File: config.mk
export PLATFORM = sky130hd
export DESIGN_NAME = mem_port_arbiter
export DESIGN_NICKNAME = d
export VERILOG_FILES = /design/src/rtl/mem_port_arbiter.sv
export SDC_FILE = /design/constraint.sdc
export NUM_CORES = 1
export LEC_CHECK = 0
export CAP_MARGIN = 20
export CORE_UTILIZATION = 42
export DETAILED_ROUTE_END_ITERATION = 10
export PLACE_DENSITY_LB_ADDON = 0.08
export SETUP_SLACK_MARGIN = 0.3
export SLEW_MARGIN = 20
export SYNTH_ARGS = -nofsm -noshare
export SYNTH_HDL_FRONTEND = slang
export SYNTH_SLANG_ARGS = --single-unit
File: constraint.sdc
create_clock -name clk -period 3.25 [get_ports clk]
set_input_delay 0.65 -clock clk [delete_from_list [all_inputs] [get_ports clk]]
set_output_delay 0.65 -clock clk [all_outputs]
set_load 0.005 [all_outputs]
File: src/rtl/mem_port_arbiter.sv
// Arbitrates the main-memory port between the I-cache and D-cache miss controllers and
// sequences whole-line transfers. Define ARB_ROUND_ROBIN_EN to alternate grants on ties.
module mem_port_arbiter #(
  parameter int WORD_SIZE   = 16,
  parameter int LINE_WORDS  = 4,
  parameter int IDX_W       = 2,
  parameter int MEM_LATENCY = 2
) (
  input  logic                 clk,
  input  logic                 reset_n,
  input  logic                 i_req,
  input  logic [WORD_SIZE-1:0] i_addr,
  output logic                 i_grant,
  output logic [WORD_SIZE-1:0] i_rdata,
  output logic                 i_word_valid,
  output logic                 i_done,
  input  logic                 d_req,
  input  logic                 d_we,
  input  logic [WORD_SIZE-1:0] d_addr,
  input  logic [WORD_SIZE-1:0] d_wdata,
  output logic                 d_grant,
  output logic [WORD_SIZE-1:0] d_rdata,
  output logic                 d_word_valid,
  output logic                 d_done,
  output logic [IDX_W-1:0]     xfer_idx,
  output logic                 mem_en,
  output logic                 mem_we,
  output logic [WORD_SIZE-1:0] mem_addr,
  output logic [WORD_SIZE-1:0] mem_wdata,
  input  logic [WORD_SIZE-1:0] mem_rdata,
  output logic                 busy
);

  // state | meaning
  // IDLE  | port free, arbitrating requests
  // BUSY  | owner's line moving word by word
  // DONE  | owner done held until its req drops
  typedef enum logic [1:0] {IDLE, BUSY, DONE} state_t;

  localparam int CNT_W = (MEM_LATENCY > 1) ? $clog2(MEM_LATENCY) : 1;
  localparam logic [CNT_W-1:0] CNT_LAST = CNT_W'(MEM_LATENCY - 1);
  localparam logic [IDX_W-1:0] IDX_LAST = IDX_W'(LINE_WORDS - 1);

  state_t                      state_q;
  logic                        owner_d_q;
  logic [WORD_SIZE-IDX_W-1:0]  base_q;
  logic [CNT_W-1:0]            cnt_q;
  logic [IDX_W-1:0]            xfer_idx_q;
  logic                        i_grant_q, d_grant_q;
  logic [WORD_SIZE-1:0]        i_rdata_q, d_rdata_q;
  logic                        i_valid_q, d_valid_q;
  logic                        i_done_q, d_done_q;
  logic                        mem_en_q, mem_we_q;
  logic                        pick_d;
  logic                        unused_addr_lsbs;

  // Word offset within the line comes from xfer_idx, never from the request address.
  assign unused_addr_lsbs = ^{i_addr[IDX_W-1:0], d_addr[IDX_W-1:0]};

`ifdef ARB_ROUND_ROBIN_EN
  logic last_d_q;

  assign pick_d = d_req & ~(i_req & last_d_q);

  always_ff @(posedge clk) begin
    if (!reset_n) begin
      last_d_q <= 1'b0;
    end else if (state_q == IDLE && (d_req || i_req)) begin
      last_d_q <= pick_d;
    end
  end
`else
  assign pick_d = d_req;
`endif

  always_ff @(posedge clk) begin
    if (!reset_n) begin
      state_q    <= IDLE;
      owner_d_q  <= 1'b0;
      base_q     <= '0;
      cnt_q      <= '0;
      xfer_idx_q <= '0;
      i_grant_q  <= 1'b0;
      d_grant_q  <= 1'b0;
      i_rdata_q  <= '0;
      d_rdata_q  <= '0;
      i_valid_q  <= 1'b0;
      d_valid_q  <= 1'b0;
      i_done_q   <= 1'b0;
      d_done_q   <= 1'b0;
      mem_en_q   <= 1'b0;
      mem_we_q   <= 1'b0;
    end else begin
      i_valid_q <= 1'b0;
      d_valid_q <= 1'b0;
      case (state_q)
        IDLE: begin
          if (d_req || i_req) begin
            state_q    <= BUSY;
            owner_d_q  <= pick_d;
            base_q     <= pick_d ? d_addr[WORD_SIZE-1:IDX_W] : i_addr[WORD_SIZE-1:IDX_W];
            mem_we_q   <= pick_d & d_we;
            mem_en_q   <= 1'b1;
            cnt_q      <= '0;
            xfer_idx_q <= '0;
            d_grant_q  <= pick_d;
            i_grant_q  <= ~pick_d;
          end
        end
        BUSY: begin
          if (cnt_q == CNT_LAST) begin
            cnt_q <= '0;
            if (!mem_we_q) begin
              if (owner_d_q) begin
                d_rdata_q <= mem_rdata;
                d_valid_q <= 1'b1;
              end else begin
                i_rdata_q <= mem_rdata;
                i_valid_q <= 1'b1;
              end
            end
            if (xfer_idx_q == IDX_LAST) begin
              state_q    <= DONE;
              xfer_idx_q <= '0;
              mem_en_q   <= 1'b0;
              mem_we_q   <= 1'b0;
              d_done_q   <= owner_d_q;
              i_done_q   <= ~owner_d_q;
            end else begin
              xfer_idx_q <= xfer_idx_q + IDX_W'(1);
            end
          end else begin
            cnt_q <= cnt_q + CNT_W'(1);
          end
        end
        DONE: begin
          if (!(owner_d_q ? d_req : i_req)) begin
            state_q   <= IDLE;
            i_grant_q <= 1'b0;
            d_grant_q <= 1'b0;
            i_done_q  <= 1'b0;
            d_done_q  <= 1'b0;
          end
        end
        default: state_q <= IDLE;
      endcase
    end
  end

  assign i_grant      = i_grant_q;
  assign d_grant      = d_grant_q;
  assign i_rdata      = i_rdata_q;
  assign d_rdata      = d_rdata_q;
  assign i_word_valid = i_valid_q;
  assign d_word_valid = d_valid_q;
  assign i_done       = i_done_q;
  assign d_done       = d_done_q;
  assign xfer_idx     = xfer_idx_q;
  assign mem_en       = mem_en_q;
  assign mem_we       = mem_we_q;
  assign mem_addr     = mem_en_q ? {base_q, xfer_idx_q} : '0;
  // Write data is a pass-through so the D-cache can index its line by xfer_idx.
  assign mem_wdata    = mem_we_q ? d_wdata : '0;
  assign busy         = (state_q != IDLE);

endmodule

==> flow_metrics.tcl <==
set metrics [dict create \
    status "complete, no violations" \
    gr-total-overflow 0 \
    cp_slowest_cell "clkdlybuf4s50_1" \
    worstPathMaxFanout 20 \
    post_cts_resized 0 \
    nets 499 \
    grt_max_degree 60 \
    num_vias 2528 \
    path_clk_slew_ns 0.06 \
    slowest_delay_ns 0.53 \
    crit_required_ns 2.60 \
    cts_sinks 60 \
    cts_setup_buffers 0 \
    start_util_pct 43.3 \
    yosysWarnings 0 \
    die_y_um 82.7 \
    p_int_uw 1320 \
    critical_path_class "reg2out" \
    worst_slew_pin_slew_ns 0.718 \
    dpl.hpwl_mm 4.65 \
    diodes 0 \
    finalCritPeriodShare_pct 73.9 \
    end_kind "output port" \
    hold_viol_final 0 \
    drt_first_iter_violations 85 \
    synth.cell_area_um2 2740 \
    min_path_type "reg2reg" \
    clockPowerShare_pct 39.3 \
    setup_violations 0 \
    postRouteAntennaNets 0 \
    cp_top_family "buffers and inverters" \
    ios 144 \
    dpl.cell_count 494 \
    seq_area_frac_synth_pct 43.9 \
    fin_skew_ns 0.00723 \
    max_slew_margin_pct 52.1 \
    n_fill_cell 546 \
    clockBufferDepth 2 \
    coreArea_um2 6310 \
    final_cells 510 \
    leakage_uw 0.00175 \
    report.final.slew_viol_count 0 \
    hold_buffers 0 \
    port_buffers 139 \
    grt_pass1_vias 2226 \
    synthCells 298 \
    maxCapViolations 0 \
    synth_cell_types 38 \
    drive_gt1_share_pct 7.62 \
    syn2layout_area_growth_pct 57.7 \
    num_rows 29 \
    cts_tree "yes" \
    grt_pass1_wl_mm 10.1 \
    cts_buffers 9 \
    p_comb_share_pct 14.9 \
    drc 0 \
    max_freq_ghz 0.416 \
    period_minus_slack_ns 2.40 \
    avgRoutedWirePerCell_um 13.0 \
    clock_latency_ns 0.33 \
    die_area_um2 6840 \
    peakVddDrop_mv 0.234 \
    gp_congestion 0.750 \
    critPathLaunchType "register" \
    syn_nets 369 \
    ys_seq_elements 60 \
    arrival_ns 1.75 \
    synth.avg_cell_area_um2 9.18 \
    final_util_pct 68.3 \
    power_frac_seq_pct 45.8 \
    die_width_um 82.7 \
    path_buf_inv 3 \
    dr.pass1.iters 4 \
    root_buffer "clkbuf_8" \
    path_cells "nor2_1 > buf_4 > inv_1 > clkdlybuf4s50_1" \
    whs_ns 0.459 \
    htree_levels 3 \
    setup-tns-final_ns 0 \
    antenna_found_initial 0 \
    drt_wl_total_mm 6.62 \
    via_per_inst 4.96 \
    rsz0062_at_grt "false" \
    switching_share_pct 23.5 \
    track_usage_pct 19.6 \
    p_switching_uw 405 \
    power_density_nw_per_um2 400 \
]
==> power by group through the flow <==
| stage | logic (µW) | registers (µW) | clock network (µW) |
|---|---|---|---|
| finish | 257 | 790 | 677 |
| global route | 284 | 795 | 734 |
| CTS | 261 | 790 | 693 |
| detailed placement | 260 | 807 | 0 |
| global placement | 257 | 805 | 0 |
| floorplan | 122 | 798 | 0 |
==> cell type report <==
class                           instances  area (µm²)  share of cell area, %
Multi-Input combinational cell        211        1390                   32.2
Timing Repair Buffer                  142        1410                   32.7
Sequential cell                        60        1200                   27.8
Clock buffer                           12         155                   3.60
Tap cell                               77        96.3                   2.23
Clock inverter                          4        47.5                   1.10
Inverter                                4        15.0                  0.348
==> tightest hold or removal path, stage by stage, from the launching register on <==
cell and delay, ns:
dfxtp_1 0.31, nand2_1 0.05, mux2i_1 0.05
==> layout by cell type (no fill, tap or decap), drive strengths merged, types with 2 or more instances in the layout <==
master and instances:
a211oi 15, a21oi 19, a31oi 2, a41o 2
and2 33, buf 4, clkbuf 12, clkdlybuf4s50 138
clkinv 2, dfxtp 60, ha 2, inv 4
mux2i 46, nand2 56, nand2b 3, nand3 4
nand4b 2, nor2 7, nor3 2, o21ai 4
or2 2
==> metal layers <==
metal,track usage [%],vias up,part of all wire (%)
met2,33.1,95,47
met1,22.2,1134,42
met4,9.31,0,1.5
met3,6.48,11,9.7
li1,-,1288,-
met5,0,-,0
==> final timing paths <==
kind / from / end / slack [ns] / cells after the start
worst max register to register: state_q[1] / base_q[4] / 1.50 / 5
worst min-delay path: i_rdata[6] / i_rdata[6] / 0.46 / 2
worst min register to register: i_rdata[6] / i_rdata[6] / 0.46 / 2
worst max-delay path: state_q[1] / busy / 0.85 / 4
==> cell usage after synthesis <==
cell	number	area [µm²]
inv_1	4	15.0
nor2_1	6	22.5
buf_12	1	20.0
nand3b_1	1	7.51
and3_2	1	7.51
and2_4	1	8.76
nand3_1	4	20.0
and2_1	26	163
nand2_4	1	11.3
nor2_2	1	6.26
a211oi_1	15	113
mux2i_1	46	460
a31oi_1	2	12.5
clkbuf_1	12	45.0
nand2_1	55	206
ha_1	2	25.0
and4bb_4	1	16.3
a21oi_1	19	95.1
o21ai_0	4	20.0
dfxtp_1	60	1200
and3b_1	1	8.76
a41o_1	2	20.0
nand4b_1	2	17.5
and2_2	6	45.0
buf_6	1	11.3
buf_2	6	30.0
o31ai_1	1	7.51
nor4_1	1	6.26
nand4_1	1	6.26
o311ai_0	1	8.76
xor2_1	1	8.76
mux2_2	1	11.3
nor2b_1	1	6.26
nand2b_1	3	18.8
or2_2	2	12.5
buf_4	3	22.5
nor3_1	2	10.0
o21a_1	1	7.51
==> logic make-up after synthesis <==
| family | count (synthesis) | share of synthesized area [%] |
|---|---|---|
| flops | 60 | 43.9 |
| xor+xnor | 1 | 0.320 |
| fa+ha+maj | 2 | 0.915 |
| buf+inv | 27 | 5.26 |
| mux | 47 | 17.2 |
| simple gates | 116 | 22.0 |
| compound gates | 45 | 10.4 |
==> metrics by stage <==
| step | power (µW) | worst slack, ns | cell area (µm²) |
|---|---|---|---|
| floorplan | 919 | 1.70 | 2740 |
| global placement | 1060 | 0.876 | 4110 |
| detailed placement | 1070 | 0.877 | 4110 |
| CTS | 1740 | 0.846 | 4310 |
| global route | 1810 | 0.735 | 4310 |
| finish | 1720 | 0.847 | 4310 |
==> flip-flops by register name, summed over array words and instances, names as in the netlist <==
signal / flops
mem_we: 1
d_done: 1
i_grant: 1
owner_d_q: 1
xfer_idx: 2
i_done: 1
d_word_valid: 1
i_word_valid: 1
base_q: 14
i_rdata: 16
mem_en: 1
d_grant: 1
d_rdata: 16
cnt_q: 1
state_q: 2
(Power assumes the default switching activity.)
